## src/rtl/cam_match_iter_if.sv

```systemverilog
// Handshake bundle between the CAM compare stage, the multi-match resolver and
// the downstream read/update logic.
interface cam_match_iter_if #(
    parameter int unsigned N     = 16,
    parameter int unsigned IDX_W = 4
);
    logic             match_valid;
    logic [N-1:0]     match_vec;
    logic             match_ready;
    logic             abort;
    logic             hit_valid;
    logic             hit_ready;
    logic [IDX_W-1:0] hit_idx;
    logic             hit_last;
    logic [IDX_W:0]   hit_ord;
    logic [IDX_W:0]   hit_total;
    logic             miss;
    logic             busy;

    // Resolver side
    modport slave (
        input  match_valid, match_vec, abort, hit_ready,
        output match_ready, hit_valid, hit_idx, hit_last, hit_ord, hit_total, miss, busy
    );

    // Driver / consumer side
    modport master (
        output match_valid, match_vec, abort, hit_ready,
        input  match_ready, hit_valid, hit_idx, hit_last, hit_ord, hit_total, miss, busy
    );
endinterface

```

## src/rtl/cam_match_iter.sv

```systemverilog
// Multi-match resolver: takes one CAM match vector per search and walks every
// set bit, lowest index first, one hit per accepted downstream handshake.
module cam_match_iter #(
    parameter int unsigned N     = 16,
    parameter int unsigned IDX_W = 4
) (
    input logic              clk,
    input logic              rst,
    cam_match_iter_if.slave  bus
);

    localparam logic [0:0] IDLE = 1'b0;
    localparam logic [0:0] SCAN = 1'b1;

    logic [0:0]       state_q, state_d;
    logic [N-1:0]     pending_q, pending_d;
    logic [IDX_W:0]   ord_q, ord_d;
    logic [IDX_W:0]   total_q, total_d;
    logic             miss_q, miss_d;

    logic [IDX_W-1:0] enc_idx;
    logic [IDX_W:0]   vec_count;
    logic             single;
    logic             scanning;

    assign scanning = (state_q == SCAN);

    // 16:4 LSB-first priority encode of the pending bits
    always_comb begin
        enc_idx = '0;
        for (int i = N - 1; i >= 0; i--) begin
            if (pending_q[i]) begin
                enc_idx = IDX_W'(i);
            end
        end
    end

    // Popcount of the offered vector, latched as hit_total on acceptance
    always_comb begin
        vec_count = '0;
        for (int i = 0; i < N; i++) begin
            vec_count = vec_count + (IDX_W + 1)'(bus.match_vec[i]);
        end
    end

    // Exactly one pending bit left means the shown hit is the last one
    assign single = (pending_q != '0) && ((pending_q & (pending_q - N'(1))) == '0);

    assign bus.match_ready = !scanning && !bus.abort;
    assign bus.hit_valid   = scanning;
    assign bus.hit_idx     = scanning ? enc_idx : '0;
    assign bus.hit_last    = scanning && single;
    assign bus.hit_ord     = ord_q;
    assign bus.hit_total   = total_q;
    assign bus.miss        = miss_q;
    assign bus.busy        = scanning;

    // Next-state: accept in IDLE, consume one hit per handshake in SCAN; abort wins
    always_comb begin
        state_d   = state_q;
        pending_d = pending_q;
        ord_d     = ord_q;
        total_d   = total_q;
        miss_d    = 1'b0;
        case (state_q)
            IDLE: begin
                if (bus.match_valid && !bus.abort) begin
                    if (bus.match_vec == '0) begin
                        miss_d = 1'b1;
                    end else begin
                        pending_d = bus.match_vec;
                        total_d   = vec_count;
                        ord_d     = '0;
                        state_d   = SCAN;
                    end
                end
            end
            SCAN: begin
                if (bus.abort) begin
                    pending_d = '0;
                    ord_d     = '0;
                    state_d   = IDLE;
                end else if (bus.hit_ready) begin
                    pending_d = pending_q & ~(N'(1) << enc_idx);
                    ord_d     = ord_q + (IDX_W + 1)'(1);
                    if (single) begin
                        state_d = IDLE;
                    end
                end
            end
            default: state_d = IDLE;
        endcase
    end

    // State registers with synchronous reset
    always_ff @(posedge clk) begin
        if (rst) begin
            state_q   <= IDLE;
            pending_q <= '0;
            ord_q     <= '0;
            total_q   <= '0;
            miss_q    <= 1'b0;
        end else begin
            state_q   <= state_d;
            pending_q <= pending_d;
            ord_q     <= ord_d;
            total_q   <= total_d;
            miss_q    <= miss_d;
        end
    end

endmodule

```

## src/flat_wrapper.sv

```systemverilog
// flat-port wrapper written by rule: the top's interface ports become plain ports
module cam_match_iter_flat 
#(
    parameter int unsigned N     = 16,
    parameter int unsigned IDX_W = 4
)
  (clk, rst, bus_match_valid, bus_match_vec, bus_abort, bus_hit_ready, bus_match_ready, bus_hit_valid, bus_hit_idx, bus_hit_last, bus_hit_ord, bus_hit_total, bus_miss, bus_busy);
  cam_match_iter_if #(.N(N), .IDX_W(IDX_W)) bus_i ();
  input logic clk;
  input logic rst;
  input wire logic [$bits(bus_i.match_valid)-1:0] bus_match_valid;
  input wire logic [$bits(bus_i.match_vec)-1:0] bus_match_vec;
  input wire logic [$bits(bus_i.abort)-1:0] bus_abort;
  input wire logic [$bits(bus_i.hit_ready)-1:0] bus_hit_ready;
  output wire logic [$bits(bus_i.match_ready)-1:0] bus_match_ready;
  output wire logic [$bits(bus_i.hit_valid)-1:0] bus_hit_valid;
  output wire logic [$bits(bus_i.hit_idx)-1:0] bus_hit_idx;
  output wire logic [$bits(bus_i.hit_last)-1:0] bus_hit_last;
  output wire logic [$bits(bus_i.hit_ord)-1:0] bus_hit_ord;
  output wire logic [$bits(bus_i.hit_total)-1:0] bus_hit_total;
  output wire logic [$bits(bus_i.miss)-1:0] bus_miss;
  output wire logic [$bits(bus_i.busy)-1:0] bus_busy;
  assign bus_i.match_valid = bus_match_valid;
  assign bus_i.match_vec = bus_match_vec;
  assign bus_i.abort = bus_abort;
  assign bus_i.hit_ready = bus_hit_ready;
  assign bus_match_ready = bus_i.match_ready;
  assign bus_hit_valid = bus_i.hit_valid;
  assign bus_hit_idx = bus_i.hit_idx;
  assign bus_hit_last = bus_i.hit_last;
  assign bus_hit_ord = bus_i.hit_ord;
  assign bus_hit_total = bus_i.hit_total;
  assign bus_miss = bus_i.miss;
  assign bus_busy = bus_i.busy;
  cam_match_iter #(.N(N), .IDX_W(IDX_W)) u_core (.clk(clk), .rst(rst), .bus(bus_i));
endmodule
```

## config.mk

```make
export PLATFORM = sky130hd
export DESIGN_NAME = cam_match_iter_flat
export DESIGN_NICKNAME = d
export VERILOG_FILES = /design/src/rtl/cam_match_iter_if.sv /design/src/rtl/cam_match_iter.sv /design/src/flat_wrapper.sv
export SDC_FILE = /design/constraint.sdc
export NUM_CORES = 1
export LEC_CHECK = 0
export ABC_CLOCK_PERIOD_IN_PS = 4800
export BUFFER_PORTS_ARGS = -buffer_cell sky130_fd_sc_hd__buf_2
export CORE_UTILIZATION = 45
export CTS_CLUSTER_DIAMETER = 120
export DETAILED_ROUTE_END_ITERATION = 8
export HOLD_SLACK_MARGIN = 0.12
export PLACE_DENSITY = 0.63
export SLEW_MARGIN = 15
export SYNTH_ARGS = -nofsm -noshare
export SYNTH_HDL_FRONTEND = slang
export SYNTH_SLANG_ARGS = --single-unit
```

## constraint.sdc

```tcl
create_clock -name clk -period 4.8 [get_ports clk]
set_clock_uncertainty 0.15 [all_clocks]
set_input_delay 0.24 -clock clk [delete_from_list [all_inputs] [get_ports clk]]
set_output_delay 0.24 -clock clk [all_outputs]
set_load 0.01 [all_outputs]
```

==> results.cfg <==
[routing]
wl_per_cell_um = 16.3
vias = 1958
routed_wl_mm = 5.39
dr.pass1.iters = 4
vias_per_cell = 5.92
drt_iter0_drc = 94
drc = 0
final_antenna_net_count = 0

[critical_path]
cp-end-kind = flop
rr_startpoint = u_core.bus.busy$_SDFF_PP0_
max_stage_delay_ns = 0.53
path_common_cell = fa_1
arrival_ns = 4.41
path_class = in2reg
cp-startpoint = bus_match_vec[2]
critPathSlowestCell = dlygate4sd3_1
ff2ff_path_depth = 6
reg2reg_slack_ns = 2.09
crit_chain = dlygate4sd3_1, buf_2, inv_1, fa_1, inv_1, fa_1, fa_1, inv_1, fa_1, inv_1, fa_1, fa_1, a21oi_1, nor3b_1, a21oi_1, nor2_1
worst_ep_required_time_ns = 4.81
crit_end = u_core.bus.hit_total[4]$_SDFFE_PP0P_
cp-start-kind = input port
critPathMaxFanout = 4
r2r_end = u_core.pending_q[2]$_SDFFE_PP0P_

[global_routing]
grt_overflow_total = 0
grt_pass1_wl_mm = 8.59
track_usage_pct = 25.2
antenna_found_initial = 0
first_global_vias = 1785
grt_max_degree = 18

[logic_synthesis]
synth-compound-area-share_pct = 23.7
ys_warn_count = 0
synth_nets = 280
yosys.area.top_type = dfxtp_1
synthArstFlopShare_pct = 0
synth_mux_area_share_pct = 0.509
syn-cell-area_sq_um = 1970
ys_top_cells_by_count = nor2_1 (29), dfxtp_1 (28), a21oi_1 (27)
avgSynthCellArea_sq_um = 8.16
synth-edff-count = 0
synth.most_common_cell = nor2_1
synthDistinctLibCells = 47
synth-xor-area-share_pct = 2.67
synth_top_family_by_area = compound AO/OA/AOI/OAI gates
synthCells = 241
synth_area_leaders = dfxtp_1 (29%), fa_1 (10%), a21oi_1 (6.9%)
yosys.area_share.adder_pct = 15.8
ys_ff_latch = 28
synth_top_area_share_pct = 28.5
ys.flop_type = dfxtp_1
yosysSeqAreaShare_pct = 28.5
synthSimpleGateAreaFrac_pct = 23.1

[clock_tree]
cts_max_path_buffers = 2
clkLatencyLatePin_ns = 0.27
cts_tree = yes
cts.sinks = 28
htreeDepth = 1
cts_resized = 0
cts_buffers = 3
clk_pin_slew_ns = 0.09
clock-root-buffer = clkbuf_8

[sta]
slew-limit-headroom_pct = 32.8
layout_min_cycle_time_ns = 4.39
max_freq_mhz = 228
tightest_slew_ns = 1.01
drv_slew = 0
tns_ns = 0
hold_slack_ns = 0.130
fin_crit_sh_pct = 91.5
grt_setup_unrepaired = false
final-hold-violation-count = 0
setup_viol = 0

[floorplan]
die_h_um = 68.1
pin_count = 40
core-area_sq_um = 4090
initial_core_util_pct = 48.1
dieArea_sq_um = 4640
rows = 23
die_w_um = 68.1

[power_and_ir_drop]
vdd_ir_drop_max_mv = 0.186
combPwrFrac_pct = 42.4
p_int_w = 0.000456
p_leak_nw = 1.01
p_per_area_nw_per_um2 = 314
pwr-share-seq_pct = 37.4
swShare_pct = 36.9
clkPwrFrac_pct = 20.2
p_sw_w = 0.000266

[finish]
multi_input_area_sq_um = 1290
synthToLayoutAreaGrowth_pct = 16.7
nFillCells = 423
drive_gt1_share_pct = 16.7
antennaDiodeCount = 0
layout.nets = 321
seq_area_sq_um = 561

[run]
cap_violations = 0

[status]
status = finished clean

[min_path]
hold_path_class = in2reg

[placement]
place.gp.congestion = 0.852
numPortBuffers = 39
dp_hpwl_mm = 4.24
-- power groups by stage --
stage                     registers, W  clock network (W)  logic [W]
after floorplan               0.000273                  0   0.000222
after global placement        0.000274                  0   0.000295
after detailed placement      0.000275                  0   0.000302
after CTS                     0.000269           0.000149   0.000306
after global routing          0.000273           0.000158   0.000346
final                         0.000270           0.000146   0.000306
-- per-stage QoR --
| stage | cell area [sq um] | cells | total power (W) | setup WS, ns | utilization, % |
|---|---|---|---|---|---|
| global route | 2290 | 331 | 0.000777 | 0.229 | 56.2 |
| CTS | 2290 | 331 | 0.000725 | 0.418 | 56.2 |
| global placement | 2190 | 322 | 0.000569 | 0.577 | 53.6 |
| finish | 2290 | 331 | 0.000721 | 0.407 | 56.2 |
| detailed placement | 2190 | 322 | 0.000577 | 0.451 | 53.6 |
| floorplan | 1970 | 241 | 0.000495 | 0.778 | - |
-- layout make-up --
type                       count  share of cell area (%)
multi-input combinational    184                    56.3
sequential                    28                    24.4
inverter                      21                    3.44
clock buffer                   4                    2.40
tap                           50                    2.73
timing repair buffer          44                    10.7
-- state kept, by name, indices dropped and copies added (netlist names) --
register / flops
u_core.bus.hit_ord: 5
u_core.pending_q: 16
u_core.bus.hit_total: 5
u_core.bus.busy: 1
u_core.bus.miss: 1
-- metal layers --
metal | up-vias | track usage, % | share of wire, %
li1 | 957 | - | -
met1 | 921 | 34.3 | 45
met2 | 70 | 41.4 | 47
met3 | 10 | 5.17 | 6.2
met4 | 0 | 3.91 | 1.4
met5 | - | 0 | 0
-- kinds of logic (layout without fill, tap and decap cells) --
logic type | after synthesis | in the layout
simple gates | 87 | 87
compound gates | 71 | 71
buf+inv | 29 | 69
flops | 28 | 28
fa+ha+maj | 19 | 19
xor+xnor | 6 | 6
mux | 1 | 1
-- layout by cell type (no fill, tap or decap), drive strengths merged, types with 2 or more instances in the layout --
cell,instances
buf,39
nor2,29
dfxtp,28
a21oi,27
inv,19
a22oi,14
nand2,14
nor3,10
fa,10
o21ai,9
ha,8
nor4,6
nand3,5
a311oi,5
dlygate4sd3,5
and2,4
xor2,4
clkbuf,4
a31oi,3
nand2b,3
nor4b,3
or4,3
clkinv,2
o211ai,2
a21o,2
nand4,2
nor2b,2
xnor2,2
nand4b,2
a221oi,2
-- worst max-delay path, delay by kind of cell --
family	cells	cell delay (ns)
adders and majority gates	6	2.81
buffers and inverters	6	0.91
AOI/OAI and AO/OA	2	0.31
and+or+nand+nor	2	0.13
-- timing repair --
item,4_1_cts,5_1_grt
hold buffers,5,0
hold endpoints to repair,5,0
buffers inserted,0,0
-- how the worst min path moves through the flow --
stage	from	end	slack (ns)	depth (start not counted)
final	bus_match_vec[9]	u_core.pending_q[9]$_SDFFE_PP0P_	0.13	3
after global routing	bus_match_vec[9]	u_core.pending_q[9]$_SDFFE_PP0P_	0.13	3
after global placement	u_core.bus.hit_total[1]$_SDFFE_PP0P_	u_core.bus.hit_total[1]$_SDFFE_PP0P_	0.30	2
after detailed placement	u_core.bus.hit_total[0]$_SDFFE_PP0P_	u_core.bus.hit_total[0]$_SDFFE_PP0P_	0.31	2
after floorplan	bus_match_valid	u_core.bus.miss$_SDFF_PP0_	0.24	2
after CTS	bus_match_vec[9]	u_core.pending_q[9]$_SDFFE_PP0P_	0.12	3
No activity file was read; power rests on OpenSTA's default activity.
